==> src/rtl/memx_write_arbiter.sv <==
// memx_write_arbiter
//   Two-client burst write arbiter in front of a single memX write port.
//   In IDLE a requesting client is granted (round-robin on ties), its base
//   address and beat count are latched, and its write beats are then
//   forwarded to memX one cycle after acceptance. Beats that land past the
//   last valid memX word are consumed but not written, and set a sticky err.
//
// Ports
//   clk, rst             : clock, synchronous active-high reset
//   a_req/b_req          : burst request per client
//   a_base/b_base        : burst start address (sampled at grant)
//   a_len/b_len          : burst beat count (sampled at grant)
//   a_valid/b_valid      : write beat valid
//   a_data/b_data        : write beat data
//   a_ready/b_ready      : beat accepted when valid & ready
//   a_done/b_done        : one-cycle burst-complete pulse
//   mem_we/mem_waddr/mem_wdata : memX write port (registered)
//   busy                 : high while a burst is granted
//   err                  : sticky out-of-range flag
module memx_write_arbiter #(
    parameter int element_width = 64,
    parameter int no_of_units   = 8,
    parameter int address_width = 20,
    parameter int mem_depth     = 1001,
    parameter int len_width     = 16
) (
    input  logic                                   clk,
    input  logic                                   rst,
    input  logic                                   a_req,
    input  logic                                   b_req,
    input  logic [address_width-1:0]               a_base,
    input  logic [address_width-1:0]               b_base,
    input  logic [len_width-1:0]                   a_len,
    input  logic [len_width-1:0]                   b_len,
    input  logic                                   a_valid,
    input  logic                                   b_valid,
    input  logic [no_of_units*element_width-1:0]   a_data,
    input  logic [no_of_units*element_width-1:0]   b_data,
    output logic                                   a_ready,
    output logic                                   b_ready,
    output logic                                   a_done,
    output logic                                   b_done,
    output logic                                   mem_we,
    output logic [address_width-1:0]               mem_waddr,
    output logic [no_of_units*element_width-1:0]   mem_wdata,
    output logic                                   busy,
    output logic                                   err
);

    localparam int AW = address_width;
    localparam int LW = len_width;
    localparam int W  = no_of_units * element_width;
    localparam logic [AW-1:0] MAX_ADDR = AW'(mem_depth - 1);

    typedef enum logic [1:0] {
        IDLE    = 2'd0,
        GRANT_A = 2'd1,
        GRANT_B = 2'd2
    } state_t;

    state_t         state_q, state_d;
    logic [AW-1:0]  base_q, base_d;
    logic [LW-1:0]  len_q, len_d;
    logic [LW-1:0]  cnt_q, cnt_d;
    logic           last_b_q, last_b_d;
    logic           a_done_q, a_done_d;
    logic           b_done_q, b_done_d;
    logic           mem_we_q, mem_we_d;
    logic [AW-1:0]  mem_waddr_q, mem_waddr_d;
    logic [W-1:0]   mem_wdata_q, mem_wdata_d;
    logic           err_q, err_d;

    logic           pick_b;
    logic [LW-1:0]  sel_len;
    logic           beat;
    logic [AW-1:0]  beat_addr;
    logic           in_range;

    always_comb begin
        state_d     = state_q;
        base_d      = base_q;
        len_d       = len_q;
        cnt_d       = cnt_q;
        last_b_d    = last_b_q;
        a_done_d    = 1'b0;
        b_done_d    = 1'b0;
        mem_we_d    = 1'b0;
        mem_waddr_d = mem_waddr_q;
        mem_wdata_d = mem_wdata_q;
        err_d       = err_q;
        pick_b      = 1'b0;
        sel_len     = '0;
        beat        = 1'b0;
        beat_addr   = base_q + AW'(cnt_q);
        in_range    = (beat_addr <= MAX_ADDR);

        case (state_q)
            IDLE: begin
                if (a_req || b_req) begin
                    // B wins only when alone or when A was served last.
                    pick_b   = b_req && (!a_req || !last_b_q);
                    sel_len  = pick_b ? b_len : a_len;
                    last_b_d = pick_b;
                    base_d   = pick_b ? b_base : a_base;
                    len_d    = sel_len;
                    cnt_d    = '0;
                    // Zero-length bursts complete straight from IDLE.
                    if (sel_len == '0) begin
                        a_done_d = !pick_b;
                        b_done_d = pick_b;
                    end else begin
                        state_d = pick_b ? GRANT_B : GRANT_A;
                    end
                end
            end
            GRANT_A, GRANT_B: begin
                beat = (state_q == GRANT_A) ? a_valid : b_valid;
                if (beat) begin
                    // Out-of-range beats are consumed but never reach memX.
                    mem_we_d = in_range;
                    if (in_range) begin
                        mem_waddr_d = beat_addr;
                        mem_wdata_d = (state_q == GRANT_A) ? a_data : b_data;
                    end else begin
                        err_d = 1'b1;
                    end
                    cnt_d = cnt_q + LW'(1);
                    if (cnt_d == len_q) begin
                        state_d  = IDLE;
                        a_done_d = (state_q == GRANT_A);
                        b_done_d = (state_q == GRANT_B);
                    end
                end
            end
            default: state_d = IDLE;
        endcase
    end

    always_ff @(posedge clk) begin
        if (rst) begin
            state_q     <= IDLE;
            base_q      <= '0;
            len_q       <= '0;
            cnt_q       <= '0;
            last_b_q    <= 1'b1;
            a_done_q    <= 1'b0;
            b_done_q    <= 1'b0;
            mem_we_q    <= 1'b0;
            mem_waddr_q <= '0;
            mem_wdata_q <= '0;
            err_q       <= 1'b0;
        end else begin
            state_q     <= state_d;
            base_q      <= base_d;
            len_q       <= len_d;
            cnt_q       <= cnt_d;
            last_b_q    <= last_b_d;
            a_done_q    <= a_done_d;
            b_done_q    <= b_done_d;
            mem_we_q    <= mem_we_d;
            mem_waddr_q <= mem_waddr_d;
            mem_wdata_q <= mem_wdata_d;
            err_q       <= err_d;
        end
    end

    assign a_ready   = (state_q == GRANT_A);
    assign b_ready   = (state_q == GRANT_B);
    assign busy      = (state_q != IDLE);
    assign a_done    = a_done_q;
    assign b_done    = b_done_q;
    assign mem_we    = mem_we_q;
    assign mem_waddr = mem_waddr_q;
    assign mem_wdata = mem_wdata_q;
    assign err       = err_q;

endmodule
==> config.mk <==
export PLATFORM = sky130hd
export DESIGN_NAME = memx_write_arbiter
export DESIGN_NICKNAME = d
export VERILOG_FILES = /design/src/rtl/memx_write_arbiter.sv
export SDC_FILE = /design/constraint.sdc
export NUM_CORES = 2
export LEC_CHECK = 0
export ABC_CLOCK_PERIOD_IN_PS = 5070
export CORE_AREA = 2 2 646 648
export CTS_CLUSTER_SIZE = 40
export DETAILED_ROUTE_END_ITERATION = 16
export DIE_AREA = 0 0 648 650
export GPL_TIMING_DRIVEN = 1
export PLACE_DENSITY = 0.3
export REMOVE_ABC_BUFFERS = 1
export SKIP_CTS_REPAIR_TIMING = 1
export SYNTH_ARGS = -nofsm -noshare
export SYNTH_HDL_FRONTEND = slang
export SYNTH_SLANG_ARGS = --single-unit
==> constraint.sdc <==
create_clock -name clk -period 5.07 [get_ports clk]
set_clock_uncertainty 0.15 [all_clocks]
set_input_delay 0.7605 -clock clk [delete_from_list [all_inputs] [get_ports clk]]
set_output_delay 0.7605 -clock clk [all_outputs]
set_load 0.05 [all_outputs]
==> summary.txt <==
Routing
  – TritonRoute pass-1 iters: 5
  – Met2 routed WL: 151000 um
  – Detailed Route Iter0 Violations: 1731
  – DRC viols: 0
  – Top sig layer: met5
  – DR WL/cell: 31.2 um
  – WL final: 313000 um
  – M1 wire length: 109000 um
  – Routed via count: 32700
  – Via/cell ratio: 3.25
  – Met3 WL: 47500 um
  – Routed Antenna Nets: 0

Global route
  – Largest net degree at the start of global routing: 146
  – Initial antenna violation count: 92
  – Vias in the first global route: 33300
  – GRT Overall Usage: 14.2%
  – First-pass GRT wire length: 387000 um
  – Total grt overflow: 0

Placement
  – Placed cells: 9877
  – Dpl ws: 0.212 ns
  – GPL Wtd Cong: 0.910
  – I/O Buffers: 1640
  – DP Wirelength: 267000 um

Finish
  – Fin nets: 5597
  – Fin cells: 10100
  – Area growth from synthesis to layout: 89.6%
  – Fill count: 47000
  – Reg area: 11800 sq um
  – Area occupied by multi-input gates: 15500 sq um
  – Layout cell share with drive strength beyond 1: 6.74%

Logic synthesis
  – Yosys warning count: 0
  – Synthesized instance count: 3008
  – Sequential share of the synthesized area: 40.8%
  – Top FF cell, synth: dfxtp_1
  – Async set-or-reset flop fraction in the synthesized netlist: 0%
  – Area leader, netlist: dfxtp_1
  – Avg Cell Area, Syn: 9.63 sq um
  – Number of flops mapped to enable cells by yosys: 0
  – Post-Syn Area: 29000 sq um
  – Post-synth cell types: 69
  – Share of the synthesized area in the top cell type: 40.8%
  – Top-count cell post-synth: dfxtp_1
  – Synth top area cells: dfxtp_1 41%, mux2i_1 19%, a211oi_1 14%
  – #FFs+latches synth: 591
  – Synth top cells by count: 591 x dfxtp_1, 553 x a211oi_1, 549 x mux2i_1, 518 x a31oi_1, 288 x clkbuf_1

Critical path
  – Largest delay contributor family on the critical path: simple AND/OR/NAND/NOR gates
  – Highest cell delay on the worst timing path: 0.67 ns
  – Crit path cell chain: ha_1, inv_1, fa_1, nor2b_1, o31a_1, o211ai_1, a221oi_1, o21ai_0, or4_1, nor3_4, buf_4, mux2_2
  – Worst path arrival time: 5.34 ns
  – Crit Path Max Fanout: 35
  – Crit path launch type: flip-flop
  – CP max-delay cell: or4_1
  – Critical Path RT: 5.63 ns
  – Buf/Inv on CP: 2
  – Crit Path Class: flip-flop to flip-flop
  – Critical Path End Type: flip-flop

Power and ir drop
  – Combinational fraction of design power: 38.7%
  – P_int: 11300 uW
  – Sw Share: 40.5%
  – Cell Pwr Density: 347 nW/um^2
  – Static leakage: 0.0163 uW
  – Total power: 19100 uW
  – Clk pwr share: 35.2%
  – Peak supply drop: 0.000247 V
  – Net Switching: 7730 uW
  – Flop pwr share: 26.2%

Floorplan
  – Die area: 421000 sq um
  – Top-level I/O count: 1641
  – Std-Cell Rows: 237
  – Die height: 650 um
  – Initial Util: 6.98%
  – Die Width: 648 um
  – Core Area: 415000 sq um

STA
  – Pins Over Slew Limit: 0
  – Final Cycle Share: 94.3%
  – Maximum achievable frequency: 0.209 GHz
  – RSZ-0062 raised after global routing: no
  – Fin. Hold Viols: 0
  – Hold WS: 0.299 ns
  – Minimum clock period: 4.78 ns
  – Final TNS setup: 0 ns
  – Worst rel slew slack: 19.6%
  – Final setup fails: 0
  – Worst setup margin: 0.291 ns
  – Worst Tran Pin Value: 1.20 ns

Clock network
  – Max Root-Sink Buffers: 4
  – Clk root buf: clkbuf_16
  – Reg clk slew, reported paths: 0.06 ns
  – CTS sink count: 591
  – Worst-skew pair later-pin latency: 0.82 ns
  – CTS tree: built
  – CTS HTree Levels: 3
  – Total CTS buffers: 91

Hold path
  – Worst min-delay path class: primary input to flip-flop

Run
  – Max-Cap Viols: 0

Status
  – Status: finished, final reports clean
==> worst paths after layout <==
path / slack, ns / depth (start not counted) / from / end
min reg2reg: 0.32 / 2 / err$_SDFFE_PP0P_ / err$_SDFFE_PP0P_
max: 0.29 / 12 / cnt_q[0]$_SDFFE_PP0P_ / mem_waddr[5]$_SDFFE_PP0P_
min: 0.30 / 2 / rst / mem_wdata[258]$_SDFFE_PP0P_
max reg2reg: 0.29 / 12 / cnt_q[0]$_SDFFE_PP0P_ / mem_waddr[5]$_SDFFE_PP0P_
==> power groups by stage <==
stage	logic [uW]	registers (uW)	clock network [uW]
floorplan	3330	5250	0
global placement	7490	5100	0
detailed placement	7520	5100	0
CTS	7540	5000	7010
global route	7820	5020	7150
finish	7370	5000	6710
==> final cells by class <==
class	instances	share of cell area (%)
clock buffers	125	4.71
inverters	10	0.0683
repair buffers	1753	32.0
clock inverters	35	0.795
well taps	5497	12.5
diodes	14	0.0638
flip-flops and latches	591	21.5
multi-input cells	2026	28.3
==> layout by cell type (no fill, tap or decap), types with 32 or more instances in the layout <==
master / count
a21oi_1: 44
buf_4: 105
clkdlybuf4s50_1: 1608
nor2_1: 72
a31oi_1: 518
mux2i_1: 549
dfxtp_1: 591
a211oi_1: 553
clkbuf_16: 91
buf_12: 32
==> stage by stage <==
stage          cell area, sq um  utilization [%]
6_report                  54900             13.2
5_1_grt                   54900             13.2
4_1_cts                   54900             13.2
3_5_place_dp              51900             12.5
3_3_place_gp              51900             12.5
2_1_floorplan             27300                -
==> flip-flops by register name, indices dropped and copies added, names as in the netlist <==
| register | cells |
|---|---|
| mem_we | 1 |
| a_done | 1 |
| b_done | 1 |
| mem_waddr | 20 |
| last_b_q | 1 |
| len_q | 16 |
| err | 1 |
| state_q | 2 |
| mem_wdata | 512 |
| base_q | 20 |
| cnt_q | 16 |
==> layer usage <==
layer	up-vias	track usage, %
met5	-	0
met4	56	2.36
met3	318	9.93
met2	1291	24.3
met1	16100	14.1
li1	14900	-
==> logic make-up (layout without fill, tap and decap cells) <==
logic type,after synthesis,after routing,synth area share (%)
AO/OA/AOI/OAI,1203,1203,28.5
flip-flops,591,591,40.8
multiplexers,552,552,19.1
buffers and inverters,391,1923,5.77
AND/OR/NAND/NOR,217,217,3.91
XOR/XNOR,32,32,0.967
adder cells (fa/ha/maj),22,22,0.976
other,0,14,0
No activity file was read; power rests on OpenSTA's default activity.
